===== src/rtl/pipe_ctrl_pkg.sv =====
// Shared definitions for the pipeline hazard controller.
package pipe_ctrl_pkg;

  typedef enum logic [1:0] {
    ST_RUN      = 2'd0,
    ST_MEM_WAIT = 2'd1,
    ST_ERROR    = 2'd2
  } state_t;

  localparam logic [4:0] REG_X0 = 5'd0;

  // A load in EX whose destination is read by the instruction in ID.
  // x0 never carries a dependency.
  function automatic logic lu_hazard(
    input logic       ex_mem_read,
    input logic [4:0] ex_rd,
    input logic [4:0] id_rs1,
    input logic [4:0] id_rs2,
    input logic       id_uses_rs2
  );
    return ex_mem_read && (ex_rd != REG_X0) &&
           ((ex_rd == id_rs1) || (id_uses_rs2 && (ex_rd == id_rs2)));
  endfunction

endpackage


===== src/rtl/pipe_hazard_ctrl_mem_wait_timer.sv =====
// Counts consecutive data-memory wait cycles and flags the timeout point.
module mem_wait_timer #(
  parameter int unsigned MEM_TIMEOUT = 16
) (
  input  logic clk,
  input  logic reset,
  input  logic clear,
  input  logic start,
  input  logic incr,
  output logic expired
);

  logic [7:0] wait_cnt;

  // Wait counter: start loads 1 because the entering cycle is already frozen.
  always_ff @(posedge clk) begin
    if (reset || clear) begin
      wait_cnt <= '0;
    end else if (start) begin
      wait_cnt <= 8'd1;
    end else if (incr) begin
      wait_cnt <= wait_cnt + 8'd1;
    end
  end

  assign expired = (wait_cnt == 8'(MEM_TIMEOUT - 1));

endmodule


===== src/rtl/pipe_hazard_ctrl.sv =====
// Stall/flush sequencer for the 5-stage pipeline: load-use stalls,
// taken-branch flushes, memory wait freeze with timeout trap.
module pipe_hazard_ctrl
  import pipe_ctrl_pkg::*;
#(
  parameter int unsigned MEM_TIMEOUT = 16,
  parameter int unsigned CNT_W       = 32
) (
  input  logic             clk,
  input  logic             reset,
  input  logic [4:0]       id_rs1,
  input  logic [4:0]       id_rs2,
  input  logic             id_uses_rs2,
  input  logic [4:0]       ex_rd,
  input  logic             ex_mem_read,
  input  logic             ex_branch_taken,
  input  logic             mem_req,
  input  logic             mem_ready,
  output logic             pc_en,
  output logic             if_id_en,
  output logic             id_ex_en,
  output logic             ex_mem_en,
  output logic             mem_wb_en,
  output logic             if_id_flush,
  output logic             id_ex_flush,
  output logic             mem_wb_bubble,
  output logic [1:0]       state,
  output logic             mem_err,
  output logic [CNT_W-1:0] stall_count
);

  state_t state_q;
  state_t next_state;
  logic   lu;
  logic   timer_clear;
  logic   timer_start;
  logic   timer_incr;
  logic   timer_expired;
  logic   set_err;

  assign lu    = lu_hazard(ex_mem_read, ex_rd, id_rs1, id_rs2, id_uses_rs2);
  assign state = state_q;

  mem_wait_timer #(
    .MEM_TIMEOUT(MEM_TIMEOUT)
  ) u_timer (
    .clk    (clk),
    .reset  (reset),
    .clear  (timer_clear),
    .start  (timer_start),
    .incr   (timer_incr),
    .expired(timer_expired)
  );

  // Mealy decode of enables, flushes and next state from (state, inputs).
  always_comb begin
    pc_en         = 1'b0;
    if_id_en      = 1'b0;
    id_ex_en      = 1'b0;
    ex_mem_en     = 1'b0;
    mem_wb_en     = 1'b0;
    if_id_flush   = 1'b0;
    id_ex_flush   = 1'b0;
    mem_wb_bubble = 1'b0;
    next_state    = ST_RUN;
    timer_clear   = 1'b0;
    timer_start   = 1'b0;
    timer_incr    = 1'b0;
    set_err       = 1'b0;
    if (!reset) begin
      case (state_q)
        ST_RUN: begin
          if (mem_req && !mem_ready) begin
            mem_wb_bubble = 1'b1;
            timer_start   = 1'b1;
            next_state    = ST_MEM_WAIT;
          end else if (ex_branch_taken) begin
            {pc_en, if_id_en, id_ex_en, ex_mem_en, mem_wb_en} = '1;
            if_id_flush = 1'b1;
            id_ex_flush = 1'b1;
          end else if (lu) begin
            {id_ex_en, ex_mem_en, mem_wb_en} = '1;
            id_ex_flush = 1'b1;
          end else begin
            {pc_en, if_id_en, id_ex_en, ex_mem_en, mem_wb_en} = '1;
          end
        end
        ST_MEM_WAIT: begin
          if (mem_ready) begin
            {pc_en, if_id_en, id_ex_en, ex_mem_en, mem_wb_en} = '1;
            timer_clear = 1'b1;
          end else if (timer_expired) begin
            mem_wb_bubble = 1'b1;
            set_err       = 1'b1;
            next_state    = ST_ERROR;
          end else begin
            mem_wb_bubble = 1'b1;
            timer_incr    = 1'b1;
            next_state    = ST_MEM_WAIT;
          end
        end
        ST_ERROR: begin
          mem_wb_bubble = 1'b1;
          next_state    = ST_ERROR;
        end
        default: begin
          next_state = ST_RUN;
        end
      endcase
    end
  end

  // State, sticky error flag and saturating stall counter.
  always_ff @(posedge clk) begin
    if (reset) begin
      state_q     <= ST_RUN;
      mem_err     <= 1'b0;
      stall_count <= '0;
    end else begin
      state_q <= next_state;
      if (set_err) begin
        mem_err <= 1'b1;
      end
      if (!pc_en && (stall_count != '1)) begin
        stall_count <= stall_count + CNT_W'(1);
      end
    end
  end

endmodule

===== config.mk =====
export PLATFORM = sky130hd
export DESIGN_NAME = pipe_hazard_ctrl
export DESIGN_NICKNAME = d
export VERILOG_FILES = /design/src/rtl/pipe_ctrl_pkg.sv /design/src/rtl/pipe_hazard_ctrl_mem_wait_timer.sv /design/src/rtl/pipe_hazard_ctrl.sv
export SDC_FILE = /design/constraint.sdc
export NUM_CORES = 1
export LEC_CHECK = 0
export CAP_MARGIN = 15
export CORE_MARGIN = 1
export CORE_UTILIZATION = 51
export DETAILED_ROUTE_END_ITERATION = 12
export PLACE_DENSITY = 0.94
export SYNTH_ARGS = -nofsm -noshare
export SYNTH_HDL_FRONTEND = slang
export SYNTH_SLANG_ARGS = --single-unit

===== constraint.sdc =====
create_clock -name clk -period 6 [get_ports clk]
set_input_delay 0.9 -clock clk [delete_from_list [all_inputs] [get_ports clk]]
set_output_delay 0.9 -clock clk [all_outputs]
set_load 0.01 [all_outputs]

==> flow_summary.json <==
{
  "clk-insertion-delay-late_ns": 0.30,
  "syn_nets": 312,
  "ant_nets": 0,
  "synth_seq_cells": 43,
  "cpMostUsedCell": "clkdlybuf4s50_1",
  "finalSetupTns_ns": 0,
  "port_buffers": 64,
  "critPathKind": "in2out",
  "hp-class": "reg2reg",
  "finalCritPeriodShare_pct": 65.7,
  "layout-drive-gt1-share_pct": 4.34,
  "die_y_um": 69.8,
  "period_minus_slack_ns": 3.94,
  "yosysSeqAreaShare_pct": 36.7,
  "synth_xor_area_share_pct": 6.73,
  "cpMaxStageDelayCell": "or4_1",
  "async_flop_share_pct": 0,
  "cts_made_buffers": 5,
  "dpl_worst_slack_ns": 2.08,
  "area_growth_syn_to_layout_pct": 31.2,
  "overflow": 0,
  "worst_setup_path_end_kind": "output pin",
  "critical_path_arrival_ns": 3.04,
  "coreArea_um2": 4380,
  "antenna_found_initial": 0,
  "path_buf_inv": 2,
  "grt_pass1_wl_um": 10500,
  "reg2reg_from": "state[1]$_SDFF_PP0_",
  "tightest_slew_ns": 0.625,
  "clockRootBuffer": "clkbuf_8",
  "cts_tree": "done",
  "startpoint": "ex_rd[1]",
  "die_area_um2": 4870,
  "initial_core_util_pct": 53.5,
  "cts_max_level": 2,
  "synth_compound_area_share_pct": 20.1,
  "max_stage_delay_ns": 0.55,
  "nFillCells": 339,
  "p_leak_nw": 0.963,
  "setup_viol": 0,
  "diodes": 0,
  "worst-path-max-fanout": 4,
  "clk_pin_slew_ns": 0.08,
  "synth_top_family_by_area": "simple AND/OR/NAND/NOR gates",
  "grt_max_degree": 42,
  "routedWlPerCell_um": 15.5,
  "synth_fa_ha_area_share_pct": 1.07,
  "mostFrequentLayoutCell": "clkdlybuf4s50_1",
  "cts.sinks": 43,
  "final_cell_mix": "clkdlybuf4s50_1 (64), dfxtp_1 (43), a21oi_1 (35), nand2_1 (18)",
  "remaining_drc_errors": 0,
  "gp_congestion": 0.849,
  "start_kind": "input port",
  "grt_util_all_layers_pct": 26.4,
  "die_w_um": 69.8,
  "post_cts_buffers": 0,
  "avgSynthCellArea_um2": 8.14,
  "post-route-worst-setup-slack_ns": 2.06,
  "cts_repair_resize_count": 0,
  "drt-total-wl_um": 6180,
  "worstPathRequired_ns": 5.10,
  "hold_violations": 0,
  "maxSlewHeadroom_pct": 58.0,
  "crit_chain": "clkdlybuf4s50_1, or4_1, o21ai_0, o31a_1, clkdlybuf4s50_1",
  "drtPass1Iterations": 5,
  "critPathTopFamily": "buffers and inverters",
  "max_cap_viol_count": 0,
  "synth.area.mux_share_pct": 0.854,
  "power_density_nw_per_um2": 181,
  "hold_buffers": 0,
  "synth_warnings": 0,
  "clock_skew_ns": 0.00526,
  "min_from": "mem_err$_SDFFE_PP0P_",
  "synth_top_flop_cell": "dfxtp_1",
  "hpwl_um": 4380,
  "peakVddDrop_v": 0.000130,
  "synthSimpleGateAreaFrac_pct": 30.6,
  "routed_via_density": 6.22,
  "syn_area_um2": 2340,
  "rows": 24,
  "design.portCount": 65,
  "rsz0062_at_grt": "false",
  "nNetsFinal": 370,
  "synth_cell_types": 44,
  "dr_total_vias": 2477,
  "syn_inst": 288,
  "status": "complete, no violations",
  "cts_buffer_depth": 2,
  "maxSlewViolCount": 0,
  "grt_pass1_vias": 2319,
  "first_iter_violations": 177,
  "fmax_mhz": 254,
  "synth_edf_count": 0
}
[state kept, by name (all words and copies together), names as in the netlist]
| name | flops |
|---|---|
| state | 2 |
| u_timer.wait_cnt | 8 |
| stall_count | 32 |
| mem_err | 1 |
[path summary, 6_finish.rpt]
check / endpoint / slack (ns) / cells past startpoint
worst max register to register: stall_count[14]$_SDFFE_PP0P_ / 3.23 / 7
worst min-delay path: mem_err$_SDFFE_PP0P_ / 0.47 / 2
worst min register to register: mem_err$_SDFFE_PP0P_ / 0.47 / 2
worst max-delay path: pc_en / 2.06 / 5
[routing by layer]
layer,wire (µm),global-route usage [%],vias up
li1,-,-,1204
met1,2630,31.5,1167
met2,3030,44.4,85
met3,297,6.25,21
met4,225,12.2,0
met5,0,0,-
[worst reg2reg max path: cells and delay by family (launching register included)]
family / cells / cell delay [ns]
compound gates: 3 / 0.57
buf+inv: 1 / 0.41
flops: 1 / 0.54
simple gates: 3 / 1.17
[cell families (layout without fill, tap and decap cells)]
logic type | count (synthesis) | after routing
buffers and inverters | 19 | 77
adders and majority gates | 2 | 2
DFF | 43 | 43
xor gates and xnor gates | 18 | 18
and+or+nand+nor | 125 | 125
muxes | 2 | 2
AOI/OAI and AO/OA | 79 | 79
[cell type report]
type | instances | area (µm²) | area share (%)
tap | 52 | 65.1 | 2.12
timing repair buffer | 66 | 656 | 21.3
clock inverter | 1 | 5.00 | 0.163
clock buffer | 6 | 82.6 | 2.69
multi-input combinational | 226 | 1390 | 45.2
inverter | 4 | 15.0 | 0.488
sequential | 43 | 861 | 28.0
[per-stage QoR]
| step | utilization [%] | cell area (µm²) | power (mW) | hold WS, ns | cells |
|---|---|---|---|---|---|
| after floorplan | - | 2340 | 0.341 | 0.454 | 288 |
| after global placement | 68.1 | 2990 | 0.372 | 0.449 | 391 |
| after detailed placement | 68.1 | 2990 | 0.375 | 0.461 | 391 |
| after CTS | 70.1 | 3070 | 0.556 | 0.472 | 398 |
| after global routing | 70.1 | 3070 | 0.576 | 0.496 | 398 |
| final | 70.1 | 3070 | 0.557 | 0.471 | 398 |
[where the power goes]
part	internal (mW)	total, mW	switching (mW)
registers	0.288	0.293	0.00497
clock network	0.0904	0.188	0.0974
logic	0.0377	0.0759	0.0382
[synth_stat cells (5+ instances only)]
cell	instances	area, µm²
dfxtp_1	43	861
a21oi_1	35	175
nand2_1	18	67.6
nand3_1	17	85.1
o21ai_0	17	85.1
or3_1	17	106
nor2_1	16	60.1
or4_1	15	113
o31ai_1	13	97.6
nand4_1	12	75.1
xnor2_1	12	105
and3_1	7	43.8
clkbuf_1	6	22.5
xor2_1	6	52.6
buf_2	5	25.0
nor3_1	5	25.0
Note: power is estimated with default switching activity, not from simulation.
